**config.mk**
```make
export PLATFORM = sky130hd
export DESIGN_NAME = id_ex_operand_stage
export DESIGN_NICKNAME = d
export VERILOG_FILES = /design/src/rtl/id_ex_operand_stage.sv
export SDC_FILE = /design/constraint.sdc
export NUM_CORES = 1
export LEC_CHECK = 0
export CORE_ASPECT_RATIO = 1.75
export CORE_MARGIN = 2
export CORE_UTILIZATION = 43
export CTS_CLUSTER_SIZE = 14
export DETAILED_ROUTE_END_ITERATION = 7
export PLACE_DENSITY = 0.84
export SYNTH_ARGS = -nofsm -noshare
export SYNTH_HDL_FRONTEND = slang
export SYNTH_SLANG_ARGS = --single-unit
```
**constraint.sdc**
```tcl
create_clock -name clk -period 2.7 [get_ports clk]
set_clock_uncertainty 0.2 [all_clocks]
set_input_delay 0.405 -clock clk [delete_from_list [all_inputs] [get_ports clk]]
set_output_delay 0.405 -clock clk [all_outputs]
set_load 0.01 [all_outputs]
```
**src/rtl/id_ex_operand_stage.sv**
```systemverilog
// ID/EX operand stage: EX/MEM forwarding, load-use bubble insertion, ID/EX pipeline register.
// Define ID_EX_PERF_EN to add the perf_stall_cnt / perf_fwd_cnt counters.

// Forward mux for one source operand; the first matching source wins.
module id_ex_fwd_sel (
  input  logic [4:0]  addr,
  input  logic [31:0] rfData,
  input  logic        exFwdEn,
  input  logic [4:0]  exDst,
  input  logic [31:0] exVal,
  input  logic        memFwdEn,
  input  logic [4:0]  memDst,
  input  logic [31:0] memVal,
  output logic [31:0] val,
  output logic        fwd
);
  always_comb begin
    val = rfData;
    fwd = 1'b0;
    // r0 reads are never bypassed; the register file already returns 0.
    if (addr != 5'd0) begin
      if (exFwdEn && exDst == addr) begin
        val = exVal;
        fwd = 1'b1;
      end else if (memFwdEn && memDst == addr) begin
        val = memVal;
        fwd = 1'b1;
      end
    end
  end
endmodule

module id_ex_operand_stage #(
  parameter int CTRL_W = 8
) (
  input  logic              clk,
  input  logic              reset,
  input  logic              id_valid,
  input  logic [4:0]        id_rs_addr,
  input  logic [4:0]        id_rt_addr,
  input  logic [31:0]       id_rs_data,
  input  logic [31:0]       id_rt_data,
  input  logic              id_uses_rs,
  input  logic              id_uses_rt,
  input  logic [4:0]        id_dst,
  input  logic              id_reg_write,
  input  logic              id_mem_read,
  input  logic [31:0]       id_imm,
  input  logic [CTRL_W-1:0] id_ctrl,
  input  logic [31:0]       ex_alu_result,
  input  logic              mem_reg_write,
  input  logic [4:0]        mem_dst,
  input  logic [31:0]       mem_result,
  input  logic              ex_hold,
  input  logic              flush,
  output logic              stall_id,
  output logic              ex_valid,
  output logic              ex_reg_write,
  output logic              ex_mem_read,
  output logic [4:0]        ex_dst,
  output logic [31:0]       ex_rs_val,
  output logic [31:0]       ex_rt_val,
  output logic [31:0]       ex_imm,
`ifdef ID_EX_PERF_EN
  output logic [31:0]       perf_stall_cnt,
  output logic [31:0]       perf_fwd_cnt,
`endif
  output logic [CTRL_W-1:0] ex_ctrl
);
  logic [1:0][4:0]  srcAddr;
  logic [1:0][31:0] srcData;
  logic [1:0][31:0] srcVal;
  logic [1:0]       srcUse;
  logic [1:0]       srcFwd;
  logic [1:0]       srcLoadHit;
  logic             exFwdEn;
  logic             luse;
  logic             bubble;

  assign srcAddr = {id_rt_addr, id_rs_addr};
  assign srcData = {id_rt_data, id_rs_data};
  assign srcUse  = {id_uses_rt, id_uses_rs};
  // A load in EX has no data yet, so it is never an EX forward source.
  assign exFwdEn = ex_valid && ex_reg_write && !ex_mem_read;

  for (genvar s = 0; s < 2; s++) begin : gSrc
    id_ex_fwd_sel uFwd (
      .addr     (srcAddr[s]),
      .rfData   (srcData[s]),
      .exFwdEn  (exFwdEn),
      .exDst    (ex_dst),
      .exVal    (ex_alu_result),
      .memFwdEn (mem_reg_write),
      .memDst   (mem_dst),
      .memVal   (mem_result),
      .val      (srcVal[s]),
      .fwd      (srcFwd[s])
    );
    assign srcLoadHit[s] = srcUse[s] && (ex_dst == srcAddr[s]);
  end

  assign luse     = id_valid && ex_valid && ex_mem_read && (ex_dst != 5'd0) && (|srcLoadHit);
  assign stall_id = (luse && !flush) || ex_hold;
  assign bubble   = flush || !id_valid || luse;

  always_ff @(posedge clk) begin
    if (reset || (!ex_hold && bubble)) begin
      ex_valid     <= 1'b0;
      ex_reg_write <= 1'b0;
      ex_mem_read  <= 1'b0;
      ex_dst       <= '0;
      ex_rs_val    <= '0;
      ex_rt_val    <= '0;
      ex_imm       <= '0;
      ex_ctrl      <= '0;
    end else if (!ex_hold) begin
      ex_valid     <= 1'b1;
      ex_reg_write <= id_reg_write;
      ex_mem_read  <= id_mem_read;
      ex_dst       <= id_dst;
      ex_rs_val    <= srcVal[0];
      ex_rt_val    <= srcVal[1];
      ex_imm       <= id_imm;
      ex_ctrl      <= id_ctrl;
    end
  end

`ifdef ID_EX_PERF_EN
  // Stalls are counted only when the load-use hazard itself creates the bubble.
  always_ff @(posedge clk) begin
    if (reset) begin
      perf_stall_cnt <= '0;
      perf_fwd_cnt   <= '0;
    end else if (!ex_hold) begin
      if (luse && !flush)
        perf_stall_cnt <= perf_stall_cnt + 32'd1;
      if (!bubble && (|srcFwd))
        perf_fwd_cnt <= perf_fwd_cnt + 32'd1;
    end
  end
`else
  logic unusedFwd;
  assign unusedFwd = |srcFwd;
`endif
endmodule
```
==> metrics.txt, run 1 <==
Period minus WS final=about 2.6 ns; Critical Path Start Type=flop; max incr delay on CP=0.52 ns; Final TNS setup=0 ns; syn avg cell area=8.397 um2; Flop pwr share=slightly above 40%; Hold Crit Class=input port to flop; final slew viol count=0; max_cap viols=0; relative slew slack=51.68%; first-pass GRT wire length=approximately 43000 um; GR Overflow Total=0; hpwl dp=about 21000 um; htree depth=3; GPL Wtd Cong=0.9510; Pwr per Cell Area=409.0 nW/um2; via/cell ratio=between 6 and 7; combinational share of power=27.6%; unrepaired setup endpoints after global routing=false; # rows=61; # setup viols final=0; Synth Warn #=0; Max VDD drop=0.0002831 V; Core Area=15880 um2; Crit path max-delay family=simple AND/OR/NAND/NOR gates; Min Hold Slack=0.2074 ns; chip height=172.4 um; Clock Sinks=112; crit-path max FO=5; Final Hold Fails=0; per-cell routed wire length=~22 um; #FFs+latches synth=112; Psw=0.001359 W; Int Power=0.003051 W; CP endpoint kind=primary output; highest clock rate=0.3836 GHz; sw frac=30.81%; Post-DRT Antenna Nets=0; vias in the first global route=7975; worst path bufs/invs=1; initial core utilization=43.90%; Final Total Pwr=0.004410 W; CP Class=flop to primary output; drc violations=0; power share of the clock group=a little under a third; Post-Route WL=approximately 29000 um; GRT Resource Usage Total=32.57%; CP max-delay cell=or4_1; leakage power=4.136 nW; first-pass detailed-route iteration total=7; final net count=1300; Iteration-0 DRC Markers=466; top cell type's share of synthesized area=32.17%; clock slew seen by the registers of the worst setup and hold paths=0.09 ns; Synth area leader=dfxtp_1; initial antenna violation count=4; Port Buf Inserts=310; status=complete, no violations; fillers=~1300; die area=17280 um2; DP Cell Count=1279; CTS Root Cell=clkbuf_16; total CTS buffers=9; CP required=around 2.1 ns; Final period util=96.55%; Netlist cell types=32; register area share after synthesis=32.17%; Tightest Pin Transition=0.7248 ns; worst skew pair latency=0.35 ns; total vias in the final route=approximately 7900; Syn Nets=1028; Area growth syn-to-layout=54.72%; cell chain of the critical path=or4_1 -> o211ai_1 -> nor2_1 -> a21o_1 -> dlygate4sd2_1; Post-Layout Cell Count=1300; CTS tree=built; layout cell share with drive strength beyond 1=a little over a tenth; Post-Syn Instances=830; Area contributors post-synth=dfxtp_1 (32%), a221oi_2 (8.6%), o31ai_1 (6.9%), a21boi_0 (6.8%), mux2i_1 (6.8%); CTS hold repair buffers=0; # IOs=311; Arr. time, crit path=around 2 ns; largest net degree at the start of global routing=124; CTS Buffer Depth=2; Die X=around 100 um; Synth Cell Area=approximately 7000 um2; fin util=67.92%
placed cells by master, fill, tap and decap left out, types with 32 or more instances in the layout:
| cell type | count |
|---|---|
| mux2i_1 | 47 |
| dfxtp_1 | 110 |
| a221oi_2 | 40 |
| and3_1 | 61 |
| clkdlybuf4s50_1 | 308 |
| a31oi_1 | 64 |
| o31ai_1 | 64 |
| inv_1 | 65 |
| buf_4 | 32 |
| nor2_1 | 83 |
| a21boi_0 | 63 |
| a21oi_1 | 65 |
power by group through the flow:
stage / Sequential, W / Combinational [W] / Clock (W)
finish: 0.00179 / 0.00122 / 0.00140
global route: 0.00180 / 0.00129 / 0.00148
CTS: 0.00179 / 0.00120 / 0.00143
detailed placement: 0.00183 / 0.00120 / 0
global placement: 0.00183 / 0.00118 / 0
floorplan: 0.00186 / 0.000486 / 0
cells by family after synthesis:
kind of cell	share of synthesized area, %
compound gates	36.34
xor+xnor	2.513
buf+inv	9.138
flops	32.17
mux	6.750
simple gates	13.09
cells in the mapped netlist, drive strengths merged:
| cell | count |
|---|---|
| a21boi | 64 |
| a21o | 1 |
| a21oi | 65 |
| a221oi | 64 |
| a22oi | 1 |
| a31oi | 64 |
| and2 | 4 |
| and3 | 61 |
| and4 | 7 |
| buf | 23 |
| clkbuf | 71 |
| dfxtp | 112 |
| inv | 65 |
| mux2i | 47 |
| nand2 | 1 |
| nand3b | 1 |
| nor2 | 85 |
| nor2b | 1 |
| nor3 | 2 |
| nor4 | 2 |
| o211ai | 1 |
| o31ai | 65 |
| or4 | 3 |
| xnor2 | 6 |
| xor2 | 14 |
registers in the layout, summed over array words and instances (netlist names):
name          cells
ex_imm           32
ex_dst            5
ex_rt_val        32
ex_reg_write      1
ex_mem_read       1
ex_ctrl           8
ex_rs_val        32
ex_valid          1
path summary, 6_finish.rpt:
kind	from	endpoint	slack (ns)	cells after the start
worst max-delay path	ex_dst[0]	stall_id	0.09	5
worst min-delay path	ex_hold	ex_imm[31]	0.21	3
worst max register to register	ex_dst[2]	ex_rt_val[28]	0.31	7
worst min register to register	ex_rt_val[8]	ex_rt_val[8]	0.27	2
per-stage QoR:
| stage | setup WS (ns) | cell area, um2 |
|---|---|---|
| 2_1_floorplan | 0.6236 | 6969 |
| 3_3_place_gp | -0.1043 | 10430 |
| 3_5_place_dp | -0.1228 | 10430 |
| 4_1_cts | 0.07593 | 10760 |
| 5_1_grt | 0.02154 | 10780 |
| 6_report | 0.09318 | 10780 |
cell type report:
type | count | area (um2) | area share, %
Sequential cell | 112 | 2247 | 20.84
Antenna cell | 4 | 10.01 | 0.09283
Tap cell | 189 | 236.5 | 2.193
Multi-Input combinational cell | 559 | 4133 | 38.33
Clock inverter | 7 | 83.83 | 0.7774
Timing Repair Buffer | 355 | 3603 | 33.42
Inverter | 65 | 244.0 | 2.263
Clock buffer | 9 | 225.2 | 2.089
timing repair:
item                                    in CTS  in global routing
endpoints found under the setup margin       1                  1
pin swaps                                    1                  0
buffers inserted                             1                  0
resized for setup                            5                  3
cloned                                       0                  0
metal layers:
layer / track usage [%] / vias to the layer above / part of all wire, %
met3: 6.952 / 108 / 8.1
met1: 34.11 / 3705 / 34
met4: 24.42 / 0 / 7.6
met2: 56.35 / 454 / 51
met5: 0 / - / 0
li1: - / 3629 / -
worst reg2reg max path, cell delays in order (launching register included):
cell and delay, ns:
dfxtp_1 0.48, xor2_1 0.15, nor3_4 0.22, buf_4 0.38
and3_1 0.28, buf_12 0.20, o31ai_1 0.12, a221oi_1 0.25
No activity file was read; power rests on OpenSTA's default activity.
==> inputs of run 2 (changes only) <==
==> constraint.sdc (replaced) <==
create_clock -name clk -period 2.5 [get_ports clk]
set_clock_uncertainty 0.2 [all_clocks]
set_input_delay 0.375 -clock clk [delete_from_list [all_inputs] [get_ports clk]]
set_output_delay 0.375 -clock clk [all_outputs]
set_load 0.01 [all_outputs]
==> run 2 against run 1 <==
  * Clock power increased by 9%
  * Sequential share of layout area shrank 0.58 points
  * Die area did not move
  * Power rose by 9.5%
  * Routed wire length grew 2.8%
  * Critical path depth up 4
  * Via count rose by 1.8%
  * Final cell count grew 1.9%
  * Critical path type is now input port to flop
  * Largest power group unchanged
  * Highest routed layer unchanged
==> metrics.txt, run 2 (synthesized netlist as in run 1, its figures left out) <==
status=complete, no violations; CTS Root Cell=clkbuf_16; Area growth syn-to-layout=59.14%; Arr. time, crit path=2.46 ns (+0.46 ns); commonest non-fill, non-tap cell in the layout=clkdlybuf4s50_1; first-pass GRT wire length=43350 um (+0.21%); max_cap viols=0 (unchanged); chip height=172.4 um (unchanged); Core Area=15880 um2 (unchanged); met1 WL=9831 um (+0.78%); # IOs=311 (unchanged); initial core utilization=43.90% (unchanged); leakage power=4.310 nW (+4.2%); GRT Resource Usage Total=32.78% (+0.21 points); GPL Wtd Cong=0.9609 (+1.0%); # rows=61 (unchanged); max incr delay on CP=0.44 ns (-0.08 ns); clock slew seen by the registers of the worst setup and hold paths=0.08 ns (about the same); Clock Sinks=112 (unchanged); Max VDD drop=0.0002907 V (+2.7%); met2 WL=15120 um (+3.6%); GR Overflow Total=0 (unchanged); final net count=1326 (+2.0%); CP Class=input port to flop; Highest Signal Layer=met4; CTS Buffer Depth=2 (unchanged); cell chain of the critical path=clkdlybuf4s50_1 -> buf_4 -> xor2_1 -> nor4_4 -> buf_4 -> buf_12 -> a21boi_0 -> o31ai_1 -> a221oi_2; Pwr per Cell Area=435.6 nW/um2 (+6.5%); met3 wire len=2381 um (+2.1%); Die X=100.2 um (unchanged); per-cell routed wire length=22.41 um (+0.83%); Final Total Pwr=0.004831 W (+9.5%); Hold Crit Class=input port to flop; Final period util=97.95%; htree depth=3 (unchanged); Post-DRT Antenna Nets=0 (unchanged); worst skew pair latency=0.36 ns (about the same); Port Buf Inserts=310 (unchanged); vias in the first global route=7929 (-0.58%); most used cell, CP=buf_4; crit-path max FO=32 (+27); largest net degree at the start of global routing=131 (+5.6%); CTS hold repair buffers=0 (unchanged); worst path bufs/invs=4 (+3); initial antenna violation count=3 (-1); CP required=2.51 ns (+0.41 ns); CTS tree=built; Tightest Pin Transition=0.7296 ns (+0.004781 ns); unrepaired setup endpoints after global routing=true; drc violations=0 (unchanged); first-pass detailed-route iteration total=5 (-2); via/cell ratio=6.066 (-0.12%); layout cell share with drive strength beyond 1=12.27% (+1.8 points); hpwl dp=21790 um (+3.0%); total vias in the final route=8038 (+1.8%); biggest regs=ex_imm (32), ex_rs_val (32), ex_rt_val (32); total CTS buffers=9 (unchanged); Critical Path Start Type=input port; final slew viol count=0 (unchanged); Iteration-0 DRC Markers=444 (-4.7%); # setup viols final=0 (unchanged); highest clock rate=0.4084 GHz; fin util=69.86% (+1.9 points); most frequent cells in the layout=clkdlybuf4s50_1 (308), dfxtp_1 (110), nor2_1 (83); Final Hold Fails=0 (unchanged); CP max-delay cell=clkdlybuf4s50_1; relative slew slack=51.36% (-0.32 points); die area=17280 um2 (unchanged); CP endpoint kind=flop; Period minus WS final=2.449 ns; Crit path max-delay family=buffers and inverters; Post-Route WL=29690 um (+2.8%)
[run 2: changes by cell type in the layout (fill, tap and decap cells not counted), sizes merged]
cell / delta
buf: +26
clkbuf: +1
diode: -1
dlygate4sd2: -1
[run 2: worst paths after layout]
path / start / to / slack (ns) / cells after the start
hold reg to reg: ex_rt_val[8] / ex_rt_val[8] / 0.27 / 2
hold / removal: ex_hold / ex_dst[0] / 0.13 / 3
setup / recovery: mem_dst[0] / ex_rs_val[24] / 0.05 / 9
setup reg to reg: ex_dst[0] / ex_rs_val[13] / 0.14 / 8
[run 2: layout make-up]
| cell class | instances | area (um2) |
|---|---|---|
| fillers | 1274 | 4785 |
| repair buffers | 381 | 3941 |
| well taps | 189 | 236.5 |
| inverters | 65 | 244.0 |
| multi-input cells | 559 | 4105 |
| clock inverters | 7 | 83.83 |
| flip-flops and latches | 112 | 2247 |
| diodes | 3 | 7.507 |
| clock buffers | 9 | 225.2 |
[run 2: routing by layer]
layer	up-vias	track usage, %
met5	-	0
met4	0	24.00
met3	116	6.184
met2	494	58.56
met1	3751	33.49
li1	3677	-
[run 2: per-stage QoR]
stage	cells	hold WS [ns]	worst slack (ns)	TNS (ns)	area [um2]
CTS	1320	0.1275	0.05619	0	11050
global placement	1302	0.2521	-0.2269	-9.902	10720
global route	1325	0.1406	-0.05271	-0.08688	11090
floorplan	830	0.2895	0.4313	0	6969
detailed placement	1302	0.2570	-0.2543	-12.81	10720
finish	1325	0.1349	0.05129	0	11090
[run 2: what timing repair did]
item                                    4_1_cts  5_1_grt
endpoints found under the hold margin         0        0
gates cloned                                  0        1
setup buffers                                 2        1
endpoints found under the setup margin        1        8
resized for setup                             7        5
pin swaps                                     1        2
[run 2: tightest hold or removal path: cells and delay by family]
family | cells | cell delay, ns
buffers and inverters | 1 | 0.13
muxes | 1 | 0.08
and+or+nand+nor | 1 | 0.07
[run 2: power breakdown]
group,internal (W),switching (W)
Sequential,0.00188,0.0000592
Combinational,0.000735,0.000632
Clock,0.000722,0.000807
==> inputs of run 3 (changes only) <==
--- a/config.mk
+++ b/config.mk
@@ -11,6 +11,8 @@
 export CTS_CLUSTER_SIZE = 14
 export DETAILED_ROUTE_END_ITERATION = 7
 export PLACE_DENSITY = 0.84
+export SLEW_MARGIN = 20
 export SYNTH_ARGS = -nofsm -noshare
 export SYNTH_HDL_FRONTEND = slang
 export SYNTH_SLANG_ARGS = --single-unit
+export TNS_END_PERCENT = 30
==> results of run 3 <==
Same layout as run 2: the final DEF is identical, and so are final timing and power.
